File: src/rtl/fir_sample_feeder.sv
// rtl/fir_sample_feeder.sv - input sample FIFO and frame sequencer feeding a FIR controller
module fir_sample_feeder #(
    parameter int DATAWIDHT  = 16,
    parameter int FIFO_DEPTH = 4,
    parameter int LEN_W      = 8
) (
    input  logic                 clk,
    input  logic                 rst,
    input  logic [DATAWIDHT-1:0] in_data,
    input  logic                 in_valid,
    output logic                 in_ready,
    input  logic                 go,
    input  logic [LEN_W-1:0]     frame_len,
    output logic                 start,
    output logic                 stop,
    input  logic                 ld_reg,
    input  logic                 done,
    output logic [DATAWIDHT-1:0] x_out,
    output logic                 busy,
    output logic                 underrun
);

    localparam int PTR_W = $clog2(FIFO_DEPTH);
    localparam int CNT_W = $clog2(FIFO_DEPTH + 1);
    localparam logic [CNT_W-1:0] FULL_CNT = CNT_W'(FIFO_DEPTH);

    typedef enum logic [2:0] {
        S_IDLE,
        S_FILL,
        S_START,
        S_RUN,
        S_WAIT
    } state_t;

    state_t state, next_state;

    logic [DATAWIDHT-1:0] mem [FIFO_DEPTH];
    logic [PTR_W-1:0]     wptr, rptr;
    logic [CNT_W-1:0]     count;
    logic [LEN_W-1:0]     remaining;

    logic fifo_empty;
    logic push;
    logic pop;
    logic accept_go;
    logic consume;

    assign fifo_empty = (count == '0);
    assign in_ready   = (count != FULL_CNT);
    assign push       = in_valid && in_ready;
    // A consume is a controller strobe in RUN; it only moves the FIFO when there is data.
    assign consume    = (state == S_RUN) && ld_reg;
    assign pop        = consume && !fifo_empty;
    assign accept_go  = (state == S_IDLE) && go && (frame_len != '0);
    assign x_out      = fifo_empty ? '0 : mem[rptr];
    assign busy       = (state != S_IDLE);

    // Sample storage; contents need no reset because count gates visibility.
    always_ff @(posedge clk) begin
        if (push) begin
            mem[wptr] <= in_data;
        end
    end

    // FIFO pointers and occupancy; power-of-two depth lets pointers wrap naturally.
    always_ff @(posedge clk or posedge rst) begin
        if (rst) begin
            wptr  <= '0;
            rptr  <= '0;
            count <= '0;
        end else begin
            if (push) begin
                wptr <= wptr + PTR_W'(1);
            end
            if (pop) begin
                rptr <= rptr + PTR_W'(1);
            end
            case ({push, pop})
                2'b10:   count <= count + CNT_W'(1);
                2'b01:   count <= count - CNT_W'(1);
                default: count <= count;
            endcase
        end
    end

    // Sequencer state register.
    always_ff @(posedge clk or posedge rst) begin
        if (rst) begin
            state <= S_IDLE;
        end else begin
            state <= next_state;
        end
    end

    // Next-state and start/stop decode.
    always_comb begin
        next_state = state;
        start      = 1'b0;
        stop       = 1'b0;
        case (state)
            S_IDLE: begin
                if (accept_go) begin
                    next_state = S_FILL;
                end
            end
            S_FILL: begin
                if (!fifo_empty) begin
                    next_state = S_START;
                end
            end
            S_START: begin
                start      = 1'b1;
                next_state = S_RUN;
            end
            S_RUN: begin
                if (ld_reg && (remaining == LEN_W'(1))) begin
                    stop       = 1'b1;
                    next_state = S_WAIT;
                end
            end
            S_WAIT: begin
                if (done) begin
                    next_state = S_IDLE;
                end
            end
            default: next_state = S_IDLE;
        endcase
    end

    // Frame sample countdown and sticky underrun, both re-armed by an accepted go.
    always_ff @(posedge clk or posedge rst) begin
        if (rst) begin
            remaining <= '0;
            underrun  <= 1'b0;
        end else if (accept_go) begin
            remaining <= frame_len;
            underrun  <= 1'b0;
        end else if (consume) begin
            remaining <= remaining - LEN_W'(1);
            if (fifo_empty) begin
                underrun <= 1'b1;
            end
        end
    end

endmodule
File: config.mk
export PLATFORM = sky130hd
export DESIGN_NAME = fir_sample_feeder
export DESIGN_NICKNAME = d
export VERILOG_FILES = /design/src/rtl/fir_sample_feeder.sv
export SDC_FILE = /design/constraint.sdc
export NUM_CORES = 1
export LEC_CHECK = 0
export ABC_AREA = 1
export BUFFER_PORTS_ARGS = -buffer_cell sky130_fd_sc_hd__buf_2
export CAP_MARGIN = 20
export CORE_ASPECT_RATIO = 0.9
export CORE_MARGIN = 1.5
export CORE_UTILIZATION = 57
export DETAILED_ROUTE_END_ITERATION = 8
export GPL_TIMING_DRIVEN = 0
export PLACE_DENSITY = 0.86
export SLEW_MARGIN = 20
export SYNTH_ARGS = -nofsm -noshare
export SYNTH_HDL_FRONTEND = slang
export SYNTH_SLANG_ARGS = --single-unit
File: constraint.sdc
create_clock -name clk -period 2.9 [get_ports clk]
set_clock_uncertainty 0.15 [all_clocks]
set_input_delay 0.87 -clock clk [delete_from_list [all_inputs] [get_ports clk]]
set_output_delay 0.87 -clock clk [all_outputs]
set_load 0.005 [all_outputs]
Yosys cells after proc, flatten, opt, wreduce, memory -nomap -nowiden
Memory sizes are Yosys's and may differ from the RTL's.
Cells that the tools add are included.
{"block": "word_totals", "reg_bits": 19, "mem_bits_rw": 64, "in_bits": 30, "out_inout_bits": 21, "elab_cells": 57, "n_memories": 1}
{"block": "op_classes", "addsub": 5, "eq_ne": 12, "muxes": 17, "reduce_logical": 16}
{"name": "mem", "words": 4, "word_bits": 16, "rd": 1, "rd_ports_with_merged_regs": 0, "write_ports": 1, "line": "37", "rtl": "logic [DATAWIDHT-1:0] mem [FIFO_DEPTH];"}
{"operator": "$mux W16", "count": 1}
{"operator": "$mux W8", "count": 2}
{"operator": "$pmux W3 S5", "count": 1}
{"operator": "$mux W3", "count": 4}
{"operator": "$eq A8 B1 Y1 const B", "count": 1}
{"operator": "$mux W1", "count": 8}
{"operator": "$reduce_bool A8 Y1", "count": 1}
{"operator": "$sub A8 B1 Y8 const B", "count": 1}
{"operator": "$eq A3 B2 Y1 const B", "count": 2}
{"operator": "$logic_and A1 B1 Y1", "count": 6}
{"operator": "$logic_not A3 Y1", "count": 2}
{"operator": "$ne A2 B2 Y1 const B", "count": 3}
{"operator": "$pmux W3 S2", "count": 1}
{"operator": "$reduce_bool A2 Y1", "count": 3}
{"operator": "$add A2 B1 Y2 const B", "count": 2}
{"operator": "$reduce_and A4 Y1", "count": 1}
{"operator": "$add A3 B1 Y3 const B", "count": 1}
{"operator": "$eq A3 B1 Y1 const B", "count": 1}
{"operator": "$eq A3 B3 Y1 const B", "count": 1}
{"operator": "$ne A3 B3 Y1 const B", "count": 1}
{"operator": "$reduce_bool A3 Y1", "count": 1}
{"operator": "$sub A3 B1 Y3 const B", "count": 1}
{"operator": "$eq A2 B1 Y1 const B", "count": 1}
{"operator": "$eq A2 B2 Y1 const B", "count": 1}
{"operator": "other kinds (3)", "count": 3}

Depth between registers and ports, before layout
Gate-level depths: netlist of run 1.
{"block": "logic_depth", "depth_word": 5, "mapped_depth": 13, "ltp_nobuf": 13}

Worst setup path after synthesis of run 1
Ideal clock, no wire load.
{"block": "synth_path", "path_type": "in2reg", "from": "input port ld_reg", "to": "register count[2]", "setup_ns": 0.131, "arrival_time_ns": 2.040, "t_required_ns": 2.619, "setup_slack_ns": 0.579, "stages": 10, "n_path_buf": 0, "cell_sequence": "nand2_4 -> inv_6 -> nand2_4 -> clkinv_1 -> ha_1 -> inv_1 -> fa_1 -> a21oi_1 -> o21ai_0 -> xor2_1"}
{"block": "synth_via", "elab_chain_cells": 4, "word_cells_on_any_way": 6, "classes_between": "eq/ne: 2; mux: 1; reduce/logical: 3"}
{"element": "start: declaration", "line": "16", "rtl": "input logic ld_reg,"}
{"element": "$logic_and A1 B1 Y1 (*)", "line": "52", "rtl": "assign consume = (state == S_RUN) && ld_reg;"}
{"element": "$logic_and A1 B1 Y1 (*)", "line": "53", "rtl": "assign pop = consume && !fifo_empty;"}
{"element": "net pop", "line": "44", "rtl": "logic pop;"}
{"element": "$eq A2 B1 Y1 or $eq A2 B2 Y1 (tied branches)", "line": "78", "rtl": "case ({push, pop})"}
{"element": "$pmux W3 S2 or $reduce_bool A2 Y1 (tied branches)"}
{"element": "end signal: assignment", "line": "79", "rtl": "2'b10: count <= count + CNT_W'(1);"}
{"element": "end signal: assignment", "line": "80", "rtl": "2'b01: count <= count - CNT_W'(1);"}
{"element": "end signal: assignment", "line": "81", "rtl": "default: count <= count;"}
{"element": "end: declaration", "line": "39", "rtl": "logic [CNT_W-1:0] count;"}
The timed path passes the listed nets; every way through them passes the cells marked *.
A chain may end at the register's enable or synchronous reset.

Worst setup path in the final report of run 1
{"block": "layout_path", "from": "register rptr[0]", "to": "output port x_out[4]"}
{"block": "layout_via", "elab_chain_cells": 2}
{"element": "start: declaration", "line": "38", "rtl": "logic [PTR_W-1:0] wptr, rptr;"}
{"element": "start signal: assignment", "line": "76", "rtl": "rptr <= rptr + PTR_W'(1);"}
{"element": "$mem_v2 Z4 W16"}
{"element": "$mux W16", "line": "55", "rtl": "assign x_out = fifo_empty ? '0 : mem[rptr];"}
{"element": "end: declaration", "line": "18", "rtl": "output logic [DATAWIDHT-1:0] x_out,"}
No other way between the ends.

==> results of run 1 <==
[routing by layer]
metal  vias up  global-route usage [%]
li1       1327                       -
met1      1314                   31.37
met2       123                   39.70
met3        13                   5.447
met4         0                   12.03
met5         -                       0
[power groups by stage]
| stage | combinational [mW] | clock [mW] | sequential (mW) |
|---|---|---|---|
| final | 1.97 | 0.925 | 1.74 |
| after global routing | 2.21 | 0.966 | 1.77 |
| after CTS | 1.95 | 0.923 | 1.74 |
| after detailed placement | 1.93 | 0 | 1.77 |
| after global placement | 1.78 | 0 | 1.76 |
| after floorplan | 1.28 | 0 | 1.74 |
[sequential cells by signal (all words and copies together) (netlist names)]
| register | flops |
|---|---|
| underrun | 1 |
| rptr | 2 |
| state | 3 |
| wptr | 2 |
| count | 3 |
| mem | 64 |
| remaining | 8 |
[area by class of cell]
| cell class | instances | area [µm²] | share of cell area, % |
|---|---|---|---|
| Clock buffer | 9 | 123.9 | 2.809 |
| Tap cell | 87 | 108.9 | 2.469 |
| Buffer | 11 | 60.06 | 1.362 |
| Multi-Input combinational cell | 224 | 1170 | 26.53 |
| Sequential cell | 83 | 2397 | 54.37 |
| Clock inverter | 7 | 100.1 | 2.270 |
| Timing Repair Buffer | 53 | 295.3 | 6.697 |
| Inverter | 39 | 153.9 | 3.490 |
[cell families after synthesis]
group	synth area share (%)
xor+xnor	1.863
simple gates	18.10
compound gates	8.018
buf+inv	5.422
fa+ha+maj	2.861
flops	63.74
[placed cells by master (no fill, tap or decap), drive strengths merged, types with 2 or more instances in the layout]
| master | count |
|---|---|
| bufinv | 2 |
| dfrtp | 19 |
| buf | 58 |
| o21ai | 38 |
| nor3 | 2 |
| nor2 | 88 |
| inv | 40 |
| clkbuf | 15 |
| nand4 | 4 |
| clkinv | 3 |
| ha | 7 |
| a21oi | 18 |
| nand3 | 19 |
| nand2 | 36 |
| edfxtp | 64 |
| xnor2 | 3 |
| xor2 | 5 |
[how the worst max path moves through the flow]
stage                               from                   end  slack [ps]  cells past startpoint
floorplan                         ld_reg  count[2]$_DFFE_PP0P_         580                     10
global placement                in_valid   mem[3][5]$_DFFE_PP_         -10                      3
detailed placement              in_valid  count[2]$_DFFE_PP0P_         300                      8
CTS                 count[1]$_DFFE_PP0P_              x_out[6]          50                      6
global route         rptr[0]$_DFFE_PP0P_              x_out[8]           4                      6
finish               rptr[0]$_DFFE_PP0P_              x_out[4]          80                      6
[per-stage QoR]
step                      utilization, %  std cells  area, µm²  hold WS [ps]
after floorplan                        -        357       3761         296.5
after global placement             65.93        494       4120         311.5
after detailed placement           66.81        497       4175         315.0
after CTS                          70.45        513       4403         330.6
after global routing               70.55        513       4409         333.8
final                              70.55        513       4409         330.1
==> summary.md, run 1 <==
| Metric | Value |
|---|---|
| Status | finished, final reports clean |
| Total core area | roughly 6200 µm² |
| Syn_nets | between 300 and 400 |
| Largest net degree at the start of global routing | 20 |
| Wl on met1 | around 3300 µm |
| Post-route ant nets | 0 |
| Share of cells above drive strength 1 | 23.71% |
| Worst slew margin | 38.60% |
| Least-Margin Pin Slew | just over 900 ps |
| #FFs+latches synth | 83 |
| Worst path most repeated cell | buf_2 |
| Post-CTS Resized | 3 |
| Synth area leader | edfxtp_1 |
| Critical path buffer and inverter count | 4 |
| DRC viols | 0 |
| Count leader, synth | nor2_1 |
| CTS Root Cell | clkbuf_8 |
| Hold Path Cell Cnt | 1 |
| Critical path class | reg2out |
| First-pass GRT wire length | roughly 13000 µm |
| Post-DP HPWL | ~5300 µm |
| Remaining Overflow, GRT | 0 |
| Highest routed layer | met4 |
| Setup violations, final | 0 |
| Gate power share | a little over two fifths |
| Post-synth cell types | 31 |
| Max Buffers Root-to-Sink | 2 |
| Sequential share of power | 37.6% |
| 1st-iter DRT viols | around 200 |
| Area delta synth->final | 17.23% |
| RSZ-0062 raised after global routing | no |
| Die Y-Extent | between 80 and 90 µm |
| N_diodes | 0 |
| WL final | between 7000 and 8000 µm |
| Synthesized instance count | about 360 |
| Ys flop type | edfxtp_1 |
| Htree depth | 3 |
| CTS sink count | 83 |
| Max incr delay on CP | 360 ps |
| Overall power | around 4.6 mW |
| TritonRoute pass-1 iters | 5 |
| HP Start | count[0]$_DFFE_PP0P_ |
| Width of the die | approximately 89 µm |
| IO Pins | 51 |
| Cell class contributing the biggest share of worst-path delay | buffers and inverters |
| PnR worst setup slack | roughly 83 ps |
| Fmax | around 0.35 GHz |
| Fin crit share | between 90% and 100% |
| Post-synthesis sequential area ratio | between 60% and 70% |
| PortBufs | 50 |
| Max-cap violation count | 0 |
| FF-to-FF End | count[2]$_DFFE_PP0P_ |
| Placement Setup Slack | roughly 300 ps |
| Internal reg-to-reg setup slack | ~600 ps |
| Slew Viols, Final | 0 |
| FP Rows | 27 |
| CTS clock-pin slew for the worst setup and hold paths | about 90 ps |
| Synth cell count leaders | 84 x nor2_1, 64 x edfxtp_1, 35 x o21ai_0 |
| GRT Util Overall | between 20% and 30% |
| TritonCTS Buffers | 9 |
| Leakage | around 1.8 nW |
| Reg-to-Reg Start | count[1]$_DFFE_PP0P_ |
| Crit-path max FO | 10 |
| Setup TNS | 0 ps |
| Pint | roughly 2.8 mW |
| Crit path cell chain | buf_2, inv_2, clkbuf_2, o21ai_0, a21oi_1, buf_2 |
| Post-Syn Area | roughly 3800 µm² |
| Async set-reset flop share out of synthesis | 22.89% |
| Sw frac | 39.14% |
| Peak supply drop | roughly 0.41 mV |
| Pwr/cell area | about 1100 nW/µm² |
| Vias in the first global route | 2738 |
| Synthesized area per cell | about 11 µm² |
| Die area | 7095 µm² |
| Psw | ~1.8 mW |
| CTS tree | yes |
| DR WL met2 | ~4000 µm |
| Crit path time final | 2817 ps |
| Number of synthesized flops with an enable pin | 64 |
| Met3 WL | 486 µm |
| GP Congestion | ~0.9 |
| CP startpoint kind | register |
| Final nets | ~460 |
| Critical Path RT | 1880 ps |
| Synth Warn # | 0 |
| Initial core utilization | 60.18% |
| Hold Buf Count CTS | 0 |
| Crit. End Element | output pin |
| Hold Crit Class | reg2reg |
| Setup bufs post-CTS | 0 |
| Initial antenna violation count | 0 |
| Crit-path slowest cell | dfrtp_1 |
| Final-report hold violation count | 0 |
| Top cell type's share of synthesized area | 51.10% |
| Vias | between 2000 and 3000 |
| Clock latency on the worst-skew pair | roughly 340 ps |
| Filler cells | about 430 |
| WHS Endpoint | count[0]$_DFFE_PP0P_ |
| Clock power share | between 10% and 20% |
| Reg2Reg Depth | 9 |
| Worst Path Arrival | approximately 1800 ps |
| DR WL/cell | about 15 µm |
| Ranking of synthesized cells by area | edfxtp_1 51%, dfrtp_1 13%, nor2_1 8.4%, o21ai_0 4.7%, inv_1 3.2% |
| Vias per std cell | between 5 and 6 |
No activity file was read; power rests on OpenSTA's default activity.
==> run 2, diff against run 1 <==
- clock period: 2.9 -> 3.1 ns (I/O delays scaled with it)
==> run 2 against run 1 <==
Effect of this change:
- sequential cell count unchanged
- combinational power is 8% lower
- final cell count unchanged
- routed wire length down 1.3%
- sequential share of layout area up 0.077 points
- global-route usage hardly changed
- clock power fell by 6.8%
- die area unchanged
- worst hold slack lost 1.1 ps
- power fell by 6.9%
==> summary.md, run 2 (synthesized netlist as in run 1, its figures left out) <==
| Metric | Value |
|---|---|
| Worst slew margin | 39.01% (was 38.60%) |
| CTS Root Cell | clkbuf_8 (unchanged) |
| Commonest non-fill, non-tap cell in the layout | nor2_1 (unchanged) |
| DR WL/cell | 15.27 µm (was 15.47 µm) |
| Critical path buffer and inverter count | 4 (unchanged) |
| 1st-iter DRT viols | 236 (was 204) |
| Cell class contributing the biggest share of worst-path delay | buffers and inverters (unchanged) |
| Remaining Overflow, GRT | 0 (unchanged) |
| Reg2Reg Depth | 9 (unchanged) |
| Largest net degree at the start of global routing | 20 (unchanged) |
| Biggest regs | mem x64, remaining x8 (unchanged) |
| CTS sink count | 83 (unchanged) |
| Worst Path Arrival | 1840 ps (was 1800 ps) |
| Vias per std cell | 5.372 (was 5.413) |
| Final-report hold violation count | 0 (unchanged) |
| Hold Crit Class | reg2reg (unchanged) |
| CTS tree | yes (unchanged) |
| RSZ-0062 raised after global routing | no (unchanged) |
| Post-route ant nets | 0 (unchanged) |
| Die area | 7095 µm² (unchanged) |
| Initial core utilization | 60.18% (unchanged) |
| Fin crit share | between 90% and 100% |
| Crit-path slowest cell | dfrtp_1 (unchanged) |
| Leakage | 1.836 nW (was 1.838 nW) |
| Setup violations, final | 0 (unchanged) |
| Pwr/cell area | 980.3 nW/µm² (was 1051 nW/µm²) |
| Status | finished, final reports clean (unchanged) |
| Hold Path Cell Cnt | 1 (unchanged) |
| Share of cells above drive strength 1 | 23.24% (was 23.71%) |
| GRT Util Overall | 24.52% (was 24.56%) |
| Max Buffers Root-to-Sink | 2 (unchanged) |
| Die Y-Extent | 80.06 µm (unchanged) |
| GP Congestion | 0.8762 (unchanged) |
| PortBufs | 50 (unchanged) |
| Least-Margin Pin Slew | 913.9 ps (was 920.0 ps) |
| FP Rows | 27 (unchanged) |
| Total core area | 6250 µm² (unchanged) |
| Crit. End Element | output pin (unchanged) |
| Setup TNS | 0 ps (unchanged) |
| Critical Path RT | 2020 ps (was 1880 ps) |
| Vias | 2756 (was 2777) |
| CTS clock-pin slew for the worst setup and hold paths | 80 ps (was 90 ps) |
| Final nets | 459 (unchanged) |
| Clock latency on the worst-skew pair | 340 ps (about the same) |
| Stages on worst setup path | 6 (unchanged) |
| Vias in the first global route | 2741 (was 2738) |
| Post-DP HPWL | 5347 µm (unchanged) |
| Crit-path max FO | 10 (unchanged) |
| Slew Viols, Final | 0 (unchanged) |
| Max-cap violation count | 0 (unchanged) |
| WL final | 7835 µm (was 7935 µm) |
| Overall power | 4.316 mW (was 4.636 mW) |
| Crit path time final | a little under 3000 ps |
| Max incr delay on CP | 410 ps (was 360 ps) |
| Area delta synth->final | 17.07% (was 17.23%) |
| N_diodes | 0 (unchanged) |
| Max reg flops | 64 (unchanged) |
| Peak supply drop | 0.3791 mV (was 0.4064 mV) |
| Critical path class | reg2out (unchanged) |
| IO Pins | 51 (unchanged) |
| Htree depth | 3 (unchanged) |
| Crit path cell chain | inv_1, nand3_2, inv_1, buf_2, a21oi_1, buf_2 (was buf_2, inv_2, clkbuf_2, o21ai_0, a21oi_1, buf_2) |
| Setup bufs post-CTS | 0 (unchanged) |
| Most flops, register | mem (unchanged) |
| First-pass GRT wire length | 12750 µm (was 12770 µm) |
| CP startpoint kind | register (unchanged) |
| TritonCTS Buffers | 9 (unchanged) |
| DRC viols | 0 (unchanged) |
| Fmax | between 0.3 and 0.4 GHz |
| Width of the die | 88.63 µm (unchanged) |
| Initial antenna violation count | 0 (unchanged) |
| Fin Hold WS | 329.1 ps (was 330.1 ps) |
| Most frequent cells in the layout | 80 x nor2_1, 64 x edfxtp_1, 57 x buf_2 (was 80 x nor2_1, 64 x edfxtp_1, 55 x buf_2) |
| TritonRoute pass-1 iters | 5 (unchanged) |
-- run 2: changes by cell type in the layout (fill, tap and decap cells not counted) --
cell,delta
buf_2,+2
inv_2,-1
clkbuf_1,+1
clkbuf_2,-1
clkbuf_4,-2
inv_1,+1
-- run 2: per-layer routing --
layer	wire length (µm)	GRT usage (%)	share of wire, %
met4	122	12.19	1.6
met3	515	5.550	6.6
met5	0	0	0
met2	4005	39.55	51
met1	3192	31.23	41
-- run 2: worst paths after layout --
check                                startpoint  slack, ps              endpoint
setup / recovery           count[1]$_DFFE_PP0P_        180             x_out[12]
hold / removal             count[0]$_DFFE_PP0P_        330  count[0]$_DFFE_PP0P_
setup reg to reg           count[1]$_DFFE_PP0P_        800  count[2]$_DFFE_PP0P_
hold reg to reg            count[0]$_DFFE_PP0P_        330  count[0]$_DFFE_PP0P_
max in group asynchronous                   rst       1770   wptr[1]$_DFFE_PP0P_
min in group asynchronous                   rst        550   rptr[1]$_DFFE_PP0P_
-- run 2: cell type report --
class	count	area, µm²
plain buffers	11	53.80
clock inverters	7	100.1
inverters	39	153.9
repair buffers	53	295.3
fillers	432	1847
flip-flops and latches	83	2397
multi-input cells	224	1170
well taps	87	108.9
clock buffers	9	123.9
-- run 2: what timing repair did --
action | 4_1_cts | 5_1_grt
setup endpoints to repair | 0 | 8
hold buffers | 0 | 0
resized for setup | 0 | 6
-- run 2: per-stage QoR --
stage | instances | util, % | cell area, µm² | worst slack, ps
global route | 513 | 70.45 | 4403 | 29.85
CTS | 513 | 70.39 | 4399 | 47.37
finish | 513 | 70.45 | 4403 | 184.3
detailed placement | 497 | 66.81 | 4175 | 440.6
global placement | 494 | 65.93 | 4120 | 128.1
floorplan | 357 | - | 3761 | 719.2
-- run 2: power breakdown --
| group | switching (mW) | total, mW | internal [mW] |
|---|---|---|---|
| Sequential | 0.127 | 1.63 | 1.50 |
| Combinational | 1.16 | 1.82 | 0.667 |
| Clock | 0.401 | 0.862 | 0.461 |
